File: config.mk
export PLATFORM = sky130hd
export DESIGN_NAME = shift_add_multiplier
export DESIGN_NICKNAME = d
export VERILOG_FILES = /design/src/rtl/shift_add_multiplier.sv
export SDC_FILE = /design/constraint.sdc
export NUM_CORES = 1
export LEC_CHECK = 0
export ABC_AREA = 1
export BUFFER_PORTS_ARGS = -buffer_cell sky130_fd_sc_hd__buf_2
export CAP_MARGIN = 30
export CORE_ASPECT_RATIO = 1.25
export CORE_MARGIN = 2
export CORE_UTILIZATION = 45
export DETAILED_ROUTE_END_ITERATION = 12
export PLACE_DENSITY = 0.71
export SKIP_CTS_REPAIR_TIMING = 1
export SLEW_MARGIN = 20
export SYNTH_ARGS = -nofsm -noshare
export SYNTH_HDL_FRONTEND = slang
export SYNTH_SLANG_ARGS = --single-unit
File: constraint.sdc
create_clock -name clk -period 2.05 [get_ports clk]
set_clock_uncertainty 0.1 [all_clocks]
set_input_delay 0.1025 -clock clk [delete_from_list [all_inputs] [get_ports clk]]
set_output_delay 0.1025 -clock clk [all_outputs]
set_load 0.05 [all_outputs]
File: src/rtl/shift_add_multiplier.sv
// Sequential unsigned shift-and-add multiplier built around a carry-look-ahead adder.
// One operand pair is accepted per handshake. The product appears WIDTH clocks later
// and is held until the consumer takes it.

// Flattened carry-look-ahead adder: s = a + b + y, c = carry-out.
module carry_look_ahead #(
    parameter int WIDTH = 8
) (
    input  logic [WIDTH-1:0] a,
    input  logic [WIDTH-1:0] b,
    input  logic             y,
    output logic [WIDTH-1:0] s,
    output logic             c
);
    logic [WIDTH-1:0] w_g;
    logic [WIDTH-1:0] w_p;
    logic [WIDTH:0]   w_carry;

    // Carry into bit top+1, expanded as a sum of generate/propagate products
    // rather than rippled through the lower carries.
    function automatic logic la_carry(
        input logic [WIDTH-1:0] g,
        input logic [WIDTH-1:0] p,
        input logic             cin,
        input int               top
    );
        logic any;
        logic term;
        any = 1'b0;
        for (int j = 0; j <= top; j++) begin
            term = g[j];
            for (int k = j + 1; k <= top; k++) begin
                term = term & p[k];
            end
            any = any | term;
        end
        term = cin;
        for (int k = 0; k <= top; k++) begin
            term = term & p[k];
        end
        return any | term;
    endfunction

    assign w_g        = a & b;
    assign w_p        = a ^ b;
    assign w_carry[0] = y;

    generate
        for (genvar gi = 0; gi < WIDTH; gi++) begin : g_bit
            assign w_carry[gi+1] = la_carry(w_g, w_p, y, gi);
            assign s[gi]         = w_p[gi] ^ w_carry[gi];
        end
    endgenerate

    assign c = w_carry[WIDTH];
endmodule

module shift_add_multiplier #(
    parameter int WIDTH = 8
) (
    input  logic                 clk,
    input  logic                 rst,
    input  logic                 in_valid,
    output logic                 in_ready,
    input  logic [WIDTH-1:0]     op_a,
    input  logic [WIDTH-1:0]     op_b,
    output logic                 out_valid,
    input  logic                 out_ready,
    output logic [2*WIDTH-1:0]   product,
    output logic                 busy
);
    localparam int CW = $clog2(WIDTH);
    localparam logic [CW-1:0] CNT_LAST = CW'(WIDTH - 1);

    localparam logic [1:0] S_IDLE = 2'd0;
    localparam logic [1:0] S_RUN  = 2'd1;
    localparam logic [1:0] S_DONE = 2'd2;

    logic [1:0]       r_state;
    logic [WIDTH-1:0] r_mcand;
    logic [WIDTH-1:0] r_acc_hi;
    logic [WIDTH-1:0] r_acc_lo;
    logic [CW-1:0]    r_count;

    logic [WIDTH-1:0] w_addend;
    logic [WIDTH-1:0] w_sum;
    logic             w_cout;
    logic             w_accept;

    // Multiplicand is added only when the current multiplier LSB is set.
    assign w_addend = r_acc_lo[0] ? r_mcand : '0;

    carry_look_ahead #(.WIDTH(WIDTH)) u_cla (
        .a (r_acc_hi),
        .b (w_addend),
        .y (1'b0),
        .s (w_sum),
        .c (w_cout)
    );

    // Status outputs decode the state only; in_ready follows out_ready in DONE
    // so a new pair can be loaded on the same edge the product retires.
    assign in_ready  = (r_state == S_IDLE) || ((r_state == S_DONE) && out_ready);
    assign out_valid = (r_state == S_DONE);
    assign busy      = (r_state == S_RUN);
    assign product   = {r_acc_hi, r_acc_lo};
    assign w_accept  = in_valid && in_ready;

    // Control FSM and datapath: load on accept, then one add-and-shift step per RUN edge.
    always_ff @(posedge clk) begin
        if (rst) begin
            r_state  <= S_IDLE;
            r_mcand  <= '0;
            r_acc_hi <= '0;
            r_acc_lo <= '0;
            r_count  <= '0;
        end else begin
            case (r_state)
                S_IDLE, S_DONE: begin
                    if (w_accept) begin
                        r_mcand  <= op_a;
                        r_acc_hi <= '0;
                        r_acc_lo <= op_b;
                        r_count  <= CNT_LAST;
                        r_state  <= S_RUN;
                    end else if ((r_state == S_DONE) && out_ready) begin
                        // Product stays in the accumulator; only out_valid drops.
                        r_state <= S_IDLE;
                    end
                end
                S_RUN: begin
                    // The carry-out becomes the new MSB so no product bit is lost.
                    {r_acc_hi, r_acc_lo} <= {w_cout, w_sum, r_acc_lo[WIDTH-1:1]};
                    if (r_count == '0) begin
                        r_state <= S_DONE;
                    end else begin
                        r_count <= r_count - 1'b1;
                    end
                end
                default: begin
                    r_state <= S_IDLE;
                end
            endcase
        end
    end
endmodule

# == After elaboration in Yosys (flattened, before gate mapping) ==
# Index checks and enable logic that the tools add are counted.
# totals
regBits,29
inputBits,20
output_inout_bits,19
elab_cells,100
# classes
n_addsub,1
n_eq_ne,6
mux,12
bitwise_logic,65
reduce_logical,11
# ops
op,n
one-hot mux 8 bit (2 select lines),2
bitwise AND 1 bit,28
bitwise OR 1 bit,28
two-way mux 8 bit,3
bitwise AND 8 bit,1
bitwise XOR 8 bit,1
bitwise XOR 1 bit,7
two-way mux 2 bit,3
two-way mux 3 bit,2
one-hot mux 3 bit (2 select lines),1
AND reduction 2 bit,3
!= test 2 bit (second input constant),2
one-hot mux 2 bit (2 select lines),1
logical NOT 3 bit,1
!= test 3 bit (second input constant),1
AND reduction 3 bit,1
subtractor 3 x 1 -> 3 bit (second input constant),1
equality test 2 x 1 -> 1 bit (second input constant),1
equality test 2 bit (second input constant),1
logical AND 1 bit,2
logical NOT 2 bit,1
!= test 2 x 1 -> 1 bit (second input constant),1
nonzero test 2 bit,1
OR reduction 2 bit,1
logical OR 1 bit,1

# == Depth between registers and ports, before layout ==
# Gate-level depths: netlist of the first run.
# logic_depth
word_depth,17
mapped_depth,15
mapped_depth_nobuf,14

# == By module ==
# From an unflattened synthesis of the first run, not the netlist that was laid out.
# unflattened
cells_unflattened,247
area_unflattened_um2,1676.6
# by_module_without_submodules
mod,instances,cells_each,area_each_um2,seq_area_each_um2
shift_add_multiplier,1,194,1322.5,580.6
carry_look_ahead,1,53,354.1,0.0

# == Worst setup path after synthesis of the first run ==
# No wires, ideal clock.
# synth_timing
kind,reg-to-reg
startpoint,register r_acc_lo[0]
endpoint,register r_acc_hi[5]
setup_ns,0.134
arrival_time_ns,2.119
required_ns,1.816
slack_ns,-0.303
stages_incl_launch_ff,16
path_buffers,1
period_less_slack_ns,2.353
path_cell_list,dfxtp_1 clkbuf_1 nand2_1 inv_1 ha_1 ha_1 nand2_2 nand3b_2 nand2_2 nand2_2 nand2_2 nand2_2 nand2_2 nand3b_1 nand4_1 a21oi_1
# synth_between
elab_chain_cells,14
word_cells_on_any_way,25
cone_classes,mux (2); bitwise (23)
# synth_rtl
element,line,source
start: declaration,82,logic [WIDTH-1:0] r_acc_lo;
start signal: assignment,123,r_acc_lo <= op_b;
start signal: assignment,133,"{r_acc_hi, r_acc_lo} <= {w_cout, w_sum, r_acc_lo[WIDTH-1:1]};"
two-way mux 8 bit (*),91,assign w_addend = r_acc_lo[0] ? r_mcand : '0;
bitwise AND 8 bit or bitwise XOR 8 bit (tied branches),"44, 45",
bitwise AND 1 bit (5 in series),33,term = term & p[k];
bitwise OR 1 bit (5 in series),35,any = any | term;
bitwise XOR 1 bit (*),51,assign s[gi] = w_p[gi] ^ w_carry[gi];
one-hot mux 8 bit (2 select lines) (*),118,case (r_state)
end signal: assignment,133,
end: declaration,81,logic [WIDTH-1:0] r_acc_hi;
# Mark *: on every way between the ends. The rest lies on a longest branch, timed or not.
# A chain may end at the register's enable or synchronous reset.

# == Worst setup path after layout of the first run ==
# layout_timing
startpoint,register r_acc_lo[0]
endpoint,register r_acc_hi[6]
# layout_between
elab_chain_cells,16
word_cells_on_any_way,32
cone_classes,mux (2); bitwise (30)
# layout_rtl
element,line
two-way mux 8 bit (*),91
bitwise AND 8 bit or bitwise XOR 8 bit (tied branches),"44, 45"
bitwise AND 1 bit (6 in series),33
bitwise OR 1 bit (6 in series),35
bitwise XOR 1 bit (*),51
one-hot mux 8 bit (2 select lines) (*),118
# Marked as above.

==> reports/results.ini, run 1 <==
[synth]
yosysWarnings = 0
synth_top_area_cell = dfxtp_1
yosys_register_bits = 29
syn_area_per_cell_um2 = 7.56
synth_top_cell_area_share = 0.351
synthCells = 219
yosys-top-cells-area = dfxtp_1, ha_1, nand2_1, a21oi_1, nand3_1
yosysSeqAreaShare = 0.351
syn_nets = 251
synth_edf_count = 0
syn_area_mm2 = 0.00166
synthArstFlopShare = 0
synth_cell_type_count = 35
ys.flop_type = dfxtp_1

[place]
placedCellCount = 288
port_buffers = 38
hpwl_um = 2600
gp_congestion = 0.749
place_area_mm2 = 0.00185

[sta]
hold_viol_final = 6
slew_viol_final = 0
max_freq_mhz = 521
min_period_ps = 1920
finalSetupViolations = 0
final.period_utilization = 0.936
worstMarginPinSlew_ps = 434
relSlewSlack = 0.711
whs_ps = -11.8

[cells_and_area]
final_cell_mix = buf_2, nand2_1, dfxtp_1
final_util = 0.570
final_common_cell = buf_2
finalNetCount = 291
stdcell_area_mm2 = 0.00200
antenna_cells = 0
drive_above_1_share = 0.269
area_delta_synth_final_pct = 21.0
fin_cells = 299

[critical_path]
cp_max_fo = 10
crit_start = r_acc_lo[0]
cp-start-kind = flip-flop
crit_arrival_ps = 2040
r2r-start = r_acc_lo[0]
critPathRequiredTime_ps = 2170
r2r.worst_path.cells = 13
worst_r2r_endpoint = r_acc_hi[6]
crit_type = flip-flop to flip-flop
r2r_slack_ps = 130
critPathCaptureType = flip-flop

[global_routing]
grtUsageTotal = 0.187
grt_overflow_total = 0
gr-usage-met2 = 0.316
grtUsageMet1 = 0.216
grt-busiest-layer = met2
gr-usage-met3 = 0.0632
grt_max_degree = 22
first_global_vias = 1490
grt_pass1_wl_um = 6130
antenna_found_initial = 0

[clock_tree]
cts.clk_slew.worst_paths_ps = 60
htree_levels = 2
tritoncts = built
cts-root-buf = clkbuf_8
cts_sinks = 29
clk_latency_ps = 280
numCtsBuffers = 5
cts_max_path_buffers = 2

[drt]
route.detailed.drc = 0
wl_per_cell_um = 11.8
num_vias = 1540
drt_wl_total_um = 3520
drtAntennaViolNets = 0
drt_iter0_markers = 43
drt_first_pass_iters = 4
viasPerCell = 5.15

[min_path]
holdPathEnd = r_mcand[3]
min_path_cells = 3
hp-start = op_a[3]
hp-class = input pin to flip-flop

[outcome]
status = finished, violations left
violations = negative hold slack

[power_and_ir_drop]
vdd_ir_drop_max_uv = 689
p_leak_nw = 0.961
power_mw = 1.62
p_per_area_mw_per_mm2 = 808

[floorplanning]
start_util = 0.471
fp.dieW_um = 58.2
fp.dieArea_mm2 = 0.00418
die_h_um = 71.8
fp-row-count = 24
num_io_pins = 39
core_region_area_mm2 = 0.00351

[job]
drv_cap = 0

## per-stage QoR
step | setup TNS, ps | setup WS, ps
finish | 0 | 131
global route | -4.36 | -4.36
CTS | 0 | 102
detailed placement | 0 | 130
global placement | 0 | 171
floorplan | 0 | 13.6
## sequential cells by signal (all words and copies together), names as in the netlist
signal    flops
r_state       2
r_count       3
r_mcand       8
r_acc_lo      8
r_acc_hi      8
## metal layers
metal	vias to the layer above	routed length [um]
li1	811	-
met1	688	1550
met2	34	1730
met3	7	189
met4	0	54
met5	-	0
## cells in the mapped netlist (all sizes together) (2+ instances only)
cell type / number
o21ai: 2
clkbuf: 3
nor2: 24
or2: 2
nor3: 2
a21oi: 20
nand3: 20
nand4: 10
ha: 11
inv: 27
nand2: 45
nand3b: 2
buf: 7
o221ai: 8
a31oi: 2
dfxtp: 29
## where the power goes
group          internal (mW)  switching [mW]  leakage [nW]  total [mW]
combinational          0.105           0.248         0.665       0.352
sequential             0.609          0.0343         0.239       0.643
clock                  0.395           0.228        0.0574       0.623
## worst max-delay path, cell delays in order (launching register included)
cell and delay, ps:
dfxtp_4 380, nand2_2 80, inv_1 40, ha_1 260, ha_1 190, nand2_2 80
nor2_1 40, nand4_1 60, nand4_1 110, nor2_2 170, nand3_1 80, nand2_1 60
nand3_1 80, a21oi_2 120
## area by class of cell
cell class,instances,area (um^2)
Timing Repair Buffer,43,233
Inverter,28,105
Clock inverter,2,37.5
Fill cell,332,1510
Tap cell,39,48.8
Sequential cell,29,584
Multi-Input combinational cell,152,912
Clock buffer,6,82.6
## worst max path at each step
stage	endpoint	slack, ps
floorplan	r_acc_hi[5]	10
global placement	r_acc_hi[6]	170
detailed placement	r_acc_hi[6]	130
CTS	r_acc_hi[6]	100
global route	r_acc_hi[6]	-4
finish	r_acc_hi[6]	130
## cell families (layout without fill, tap and decap cells)
kind of cell / count (synthesis) / in the layout / share of synthesized area
AO/OA/AOI/OAI: 33 / 33 / 0.132
XOR/XNOR: 1 / 1 / 0.00529
AND/OR/NAND/NOR: 106 / 106 / 0.313
buffers and inverters: 38 / 79 / 0.104
flip-flops: 29 / 29 / 0.351
adder cells (fa/ha/maj): 12 / 12 / 0.0952
Power figures use the tool's default switching activity.
==> run 2: changes to the inputs <==
==> constraint.sdc (replaced) <==
create_clock -name clk -period 2.05 [get_ports clk]
set_clock_uncertainty 0.1 [all_clocks]
set_input_delay 0.1025 -clock clk [delete_from_list [all_inputs] [get_ports clk]]
set_output_delay 0.1025 -clock clk [all_outputs]
set_load 0.01 [all_outputs]
==> run 2 against run 1 <==
Net effect:
- the flow still finishes with violations (negative hold slack)
- clock-buffer cell count unchanged
- maximum frequency decreased by 0.34%
- cell count unchanged
- clock power about the same
- wire length increased by 6.6%
- first-iteration DRC count unchanged
- critical endpoint is now r_acc_hi[7]
- highest routed layer unchanged
==> reports/results.ini, run 2 (synthesis results as in run 1) <==
[drt]
drt_iter0_markers = 43
drt_first_pass_iters = 4
drtAntennaViolNets = 0
drt_wl_total_um = 3760
wl_per_cell_um = 12.6
num_vias = 1574
route.detailed.drc = 0
viasPerCell = 5.26

[global_routing]
antenna_found_initial = 0
first_global_vias = 1421
grt_max_degree = 22
grt_pass1_wl_um = 6200
grtUsageTotal = 0.194
grt_overflow_total = 0

[cells_and_area]
antenna_cells = 0
num-fill-cells = 338
multi_input_area_um2 = 961
final_cell_mix = buf_2, nand2_1, dfxtp_1
area_delta_synth_final_pct = 24.0
drive_above_1_share = 0.288
top_regs = r_acc_hi x8, r_acc_lo x8, r_mcand x8
final_common_cell = buf_2
seq_area_um2 = 582
finalNetCount = 291

[sta]
max_freq_mhz = 519
min_period_ps = 1930
relSlewSlack = 0.698
finalSetupViolations = 0
final.period_utilization = 0.939
slew_viol_final = 0
fin_ws_ps = 124
whs_ps = -2.26
hold_viol_final = 1
worstMarginPinSlew_ps = 453

[clock_tree]
cts.clk_slew.worst_paths_ps = 70
numCtsBuffers = 5
tritoncts = built
cts_sinks = 29
cts-root-buf = clkbuf_8
cts_max_path_buffers = 2
htree_levels = 2
clk_latency_ps = 290

[critical_path]
r2r_slack_ps = 120
worst_r2r_endpoint = r_acc_hi[7]
crit_type = flip-flop to flip-flop
cp_max_fo = 9
cp-start-kind = flip-flop
critPathRequiredTime_ps = 2170
critPathCaptureType = flip-flop
r2r-start = r_acc_lo[0]
r2r.worst_path.cells = 11
crit_arrival_ps = 2040

[floorplanning]
fp-row-count = 24
core_region_area_mm2 = 0.00351
fp.dieW_um = 58.2
num_io_pins = 39
fp.dieArea_mm2 = 0.00418
start_util = 0.471
die_h_um = 71.8

[job]
drv_cap = 0

[place]
gp_congestion = 0.736
port_buffers = 38
hpwl_um = 2750
dp_slack_ps = 95.6

[min_path]
holdPathEnd = r_mcand[4]
hp-start = op_a[4]
hp-class = input pin to flip-flop
min_path_cells = 3

[power_and_ir_drop]
vdd_ir_drop_max_uv = 675
power_mw = 1.55
p_leak_nw = 0.947
p_per_area_mw_per_mm2 = 754

[outcome]
status = finished, violations left
violations = negative hold slack

run 2: cell count changes in the layout (fill, tap and decap cells not counted), sizes merged:
| cell | previous run | this run |
|---|---|---|
| dlygate4sd3 | 2 | 3 |
| buf | 41 | 40 |
run 2: metal layers:
layer | global-route usage | vias up | share of wire
li1 | - | 810 | -
met1 | 0.225 | 716 | 0.43
met2 | 0.322 | 42 | 0.50
met3 | 0.0614 | 6 | 0.054
met4 | 0.0904 | 0 | 0.016
met5 | 0 | - | 0
run 2: final cells by class:
class,count,area share
Multi-Input combinational cell,152,0.468
Sequential cell,29,0.284
Timing Repair Buffer,43,0.115
Inverter,28,0.0512
Clock buffer,6,0.0402
Tap cell,39,0.0238
Clock inverter,2,0.0183
run 2: worst max path at each step:
stage	start	end	slack (ps)	cells after the start
after floorplan	r_acc_lo[0]	r_acc_hi[5]	90	15
after global placement	r_acc_lo[0]	r_acc_hi[7]	110	11
after detailed placement	r_acc_lo[0]	r_acc_hi[7]	100	11
after CTS	r_acc_lo[0]	r_acc_hi[7]	70	11
after global routing	r_acc_lo[0]	r_acc_hi[7]	-10	10
final	r_acc_lo[0]	r_acc_hi[7]	120	11
run 2: stage by stage:
stage | hold slack, ps | util | instance area [um^2] | TNS [ps] | std cells
after floorplan | 168 | - | 1660 | 0 | 219
after global placement | 277 | 0.525 | 1840 | 0 | 288
after detailed placement | 288 | 0.525 | 1840 | 0 | 288
after CTS | -19.9 | 0.559 | 1960 | 0 | 296
after global routing | 2.07 | 0.584 | 2050 | -13.0 | 299
final | -2.26 | 0.584 | 2050 | 0 | 299
run 2: report_power, final:
part / internal (mW) / leakage [nW] / switching (mW)
logic: 0.109 / 0.651 / 0.171
registers: 0.609 / 0.238 / 0.0333
clock network: 0.395 / 0.0574 / 0.231
total: 1.11 / 0.947 / 0.435
run 2: worst max-delay path: stages, from the launching register on:
cell	delay, ps
dfxtp_2	350
buf_4	150
nand2_1	60
inv_1	40
ha_2	410
nand4_1	130
or2_1	230
nand4_1	90
nor2_1	50
nand4_1	70
nand2_1	60
a21oi_1	110
==> run 3: changes to the inputs <==
--- a/config.mk
+++ b/config.mk
@@ -8,11 +8,13 @@
 export ABC_AREA = 1
 export BUFFER_PORTS_ARGS = -buffer_cell sky130_fd_sc_hd__buf_2
 export CAP_MARGIN = 30
+export CELL_PAD_IN_SITES_DETAIL_PLACEMENT = 0
+export CELL_PAD_IN_SITES_GLOBAL_PLACEMENT = 1
 export CORE_ASPECT_RATIO = 1.25
 export CORE_MARGIN = 2
-export CORE_UTILIZATION = 45
+export CORE_UTILIZATION = 41
 export DETAILED_ROUTE_END_ITERATION = 12
-export PLACE_DENSITY = 0.71
+export PLACE_DENSITY_LB_ADDON = 0.1
 export SKIP_CTS_REPAIR_TIMING = 1
 export SLEW_MARGIN = 20
 export SYNTH_ARGS = -nofsm -noshare
==> constraint.sdc (replaced) <==
create_clock -name clk -period 2.25 [get_ports clk]
set_clock_uncertainty 0.1 [all_clocks]
set_input_delay 0.1125 -clock clk [delete_from_list [all_inputs] [get_ports clk]]
set_output_delay 0.1125 -clock clk [all_outputs]
set_load 0.01 [all_outputs]
==> run 3 against run 2 <==
Net effect:
- the run now ends clean
- total power shrank 18%
- wire length shrank 0.96%
- sequential share of layout area grew 1.5 points
- cell count grew 3.7%
- utilization shrank 7.3 points
- die area grew 9.1%
- maximum frequency shrank 2.9%
- global-route usage shrank 1.0 points
- critical path type unchanged
- largest power group unchanged
==> reports/results.ini, run 3 (synthesis results as in run 1) <==
[floorplanning]
fp.dieArea_mm2 = 0.00456
core_region_area_mm2 = 0.00382
start_util = 0.434
num_io_pins = 39
die_h_um = 75.0
fp.dieW_um = 60.8
fp-row-count = 25

[global_routing]
first_global_vias = 1424
antenna_found_initial = 0
grt_overflow_total = 0
grtUsageTotal = 0.184
grt_pass1_wl_um = 6270
grt_max_degree = 22

[job]
drv_cap = 0

[power_and_ir_drop]
p_switching_uw = 375
p_clk_frac = 0.345
vdd_ir_drop_max_uv = 406
p_leak_nw = 0.934
seq_power_share = 0.463
p_per_area_mw_per_mm2 = 648
p_sw_frac = 0.296
p_int_uw = 889
comb_power_share = 0.192

[drt]
drt_wl_total_um = 3720
num_vias = 1559
route.detailed.drc = 0
wl_per_cell_um = 12.0
drt_iter0_markers = 42
drtAntennaViolNets = 0
viasPerCell = 5.03
drt_first_pass_iters = 4

[critical_path]
cp_num_buf_inv = 1
cp_max_fo = 10
cpPeakStageDelay_ps = 420
cp_cell_sequence = nand2_1 -> inv_1 -> ha_1 -> ha_1 -> nand2_2 -> nor2_1 -> nand4_1 -> nand4_1 -> nor2_1 -> nand3_1 -> nand2_1 -> nand3_1 -> a21oi_1
critPathRequiredTime_ps = 2360
crit_arrival_ps = 2090
critPathCaptureType = flip-flop
cp-start-kind = flip-flop
critical_path.top_delay_family = simple AND/OR/NAND/NOR gates
crit_type = flip-flop to flip-flop
cpMaxStageDelayCell = dfxtp_2

[cells_and_area]
antenna_cells = 0
final_cell_mix = buf_2, nand2_1, dfxtp_1
stdcell_area_mm2 = 0.00195
area_delta_synth_final_pct = 17.8
final_common_cell = buf_2
top_regs = r_acc_hi x8, r_acc_lo x8, r_mcand x8
drive_above_1_share = 0.250
seq_area_um2 = 582
finalNetCount = 288
multi_input_area_um2 = 903
num-fill-cells = 425

[sta]
rsz0062_at_grt = no
worstMarginPinSlew_ps = 427
max_freq_mhz = 504
finalSetupViolations = 0
tns_ps = 0
slew_viol_final = 0
relSlewSlack = 0.715
hold_viol_final = 0
final.period_utilization = 0.882
min_period_ps = 1980

[clock_tree]
htree_levels = 2
cts_max_path_buffers = 2
cts_sinks = 29
cts.clk_slew.worst_paths_ps = 60
tritoncts = built
cts-root-buf = clkbuf_8
clk_latency_ps = 280
numCtsBuffers = 5

[place]
hpwl_um = 2800
place_area_mm2 = 0.00186
port_buffers = 38
gp_congestion = 0.820

[min_path]
hp-class = input pin to flip-flop

[outcome]
status = finished, final reports clean

[run 3: cell count changes in the layout (fill, tap and decap cells not counted), sizes merged]
cell | before | now
bufinv | 1 | 0
clkbuf | 6 | 7
dlygate4sd3 | 3 | 0
clkinvlp | 1 | 0
[run 3: area by class of cell]
type	count	area share
Multi-Input combinational cell	152	0.463
Clock buffer	7	0.0443
Sequential cell	29	0.298
Inverter	28	0.0539
Timing Repair Buffer	40	0.105
Tap cell	54	0.0347
[run 3: worst paths after layout]
check / startpoint / slack [ps] / end / cells past startpoint
min: op_a[5] / 5 / r_mcand[5] / 3
max reg2reg: r_acc_lo[0] / 270 / r_acc_hi[6] / 13
min reg2reg: r_mcand[1] / 360 / r_mcand[1] / 2
max: r_acc_lo[0] / 270 / r_acc_hi[6] / 13
[run 3: layer usage]
metal	track usage	part of all wire
met5	0	0
met4	0.0652	0.016
met3	0.0447	0.038
met2	0.308	0.50
met1	0.228	0.45
[run 3: worst register-to-register path, delay by kind of cell, from the launching register on]
kind                     cells  cell delay (ps)
AO/OA/AOI/OAI                1              110
adder cells (fa/ha/maj)      2              410
buffers and inverters        1               70
flip-flops                   1              420
AND/OR/NAND/NOR              9              800
[run 3: metrics by stage]
| stage | setup slack (ps) | utilization | cells | hold slack (ps) | power [mW] |
|---|---|---|---|---|---|
| 6_report | 266 | 0.511 | 310 | 5.49 | 1.26 |
| 5_1_grt | 74.4 | 0.511 | 310 | 16.2 | 1.34 |
| 4_1_cts | 126 | 0.510 | 310 | -2.17 | 1.28 |
| 3_5_place_dp | 151 | 0.488 | 303 | 291 | 0.844 |
| 3_3_place_gp | 228 | 0.488 | 303 | 286 | 0.843 |
| 2_1_floorplan | 192 | - | 219 | 178 | 0.770 |
[run 3: power groups by stage]
| stage | clock network, mW | registers, mW | logic, mW |
|---|---|---|---|
| after floorplan | 0 | 0.598 | 0.173 |
| after global placement | 0 | 0.596 | 0.247 |
| after detailed placement | 0 | 0.596 | 0.248 |
| after CTS | 0.444 | 0.586 | 0.249 |
| after global routing | 0.472 | 0.591 | 0.276 |
| final | 0.435 | 0.586 | 0.243 |
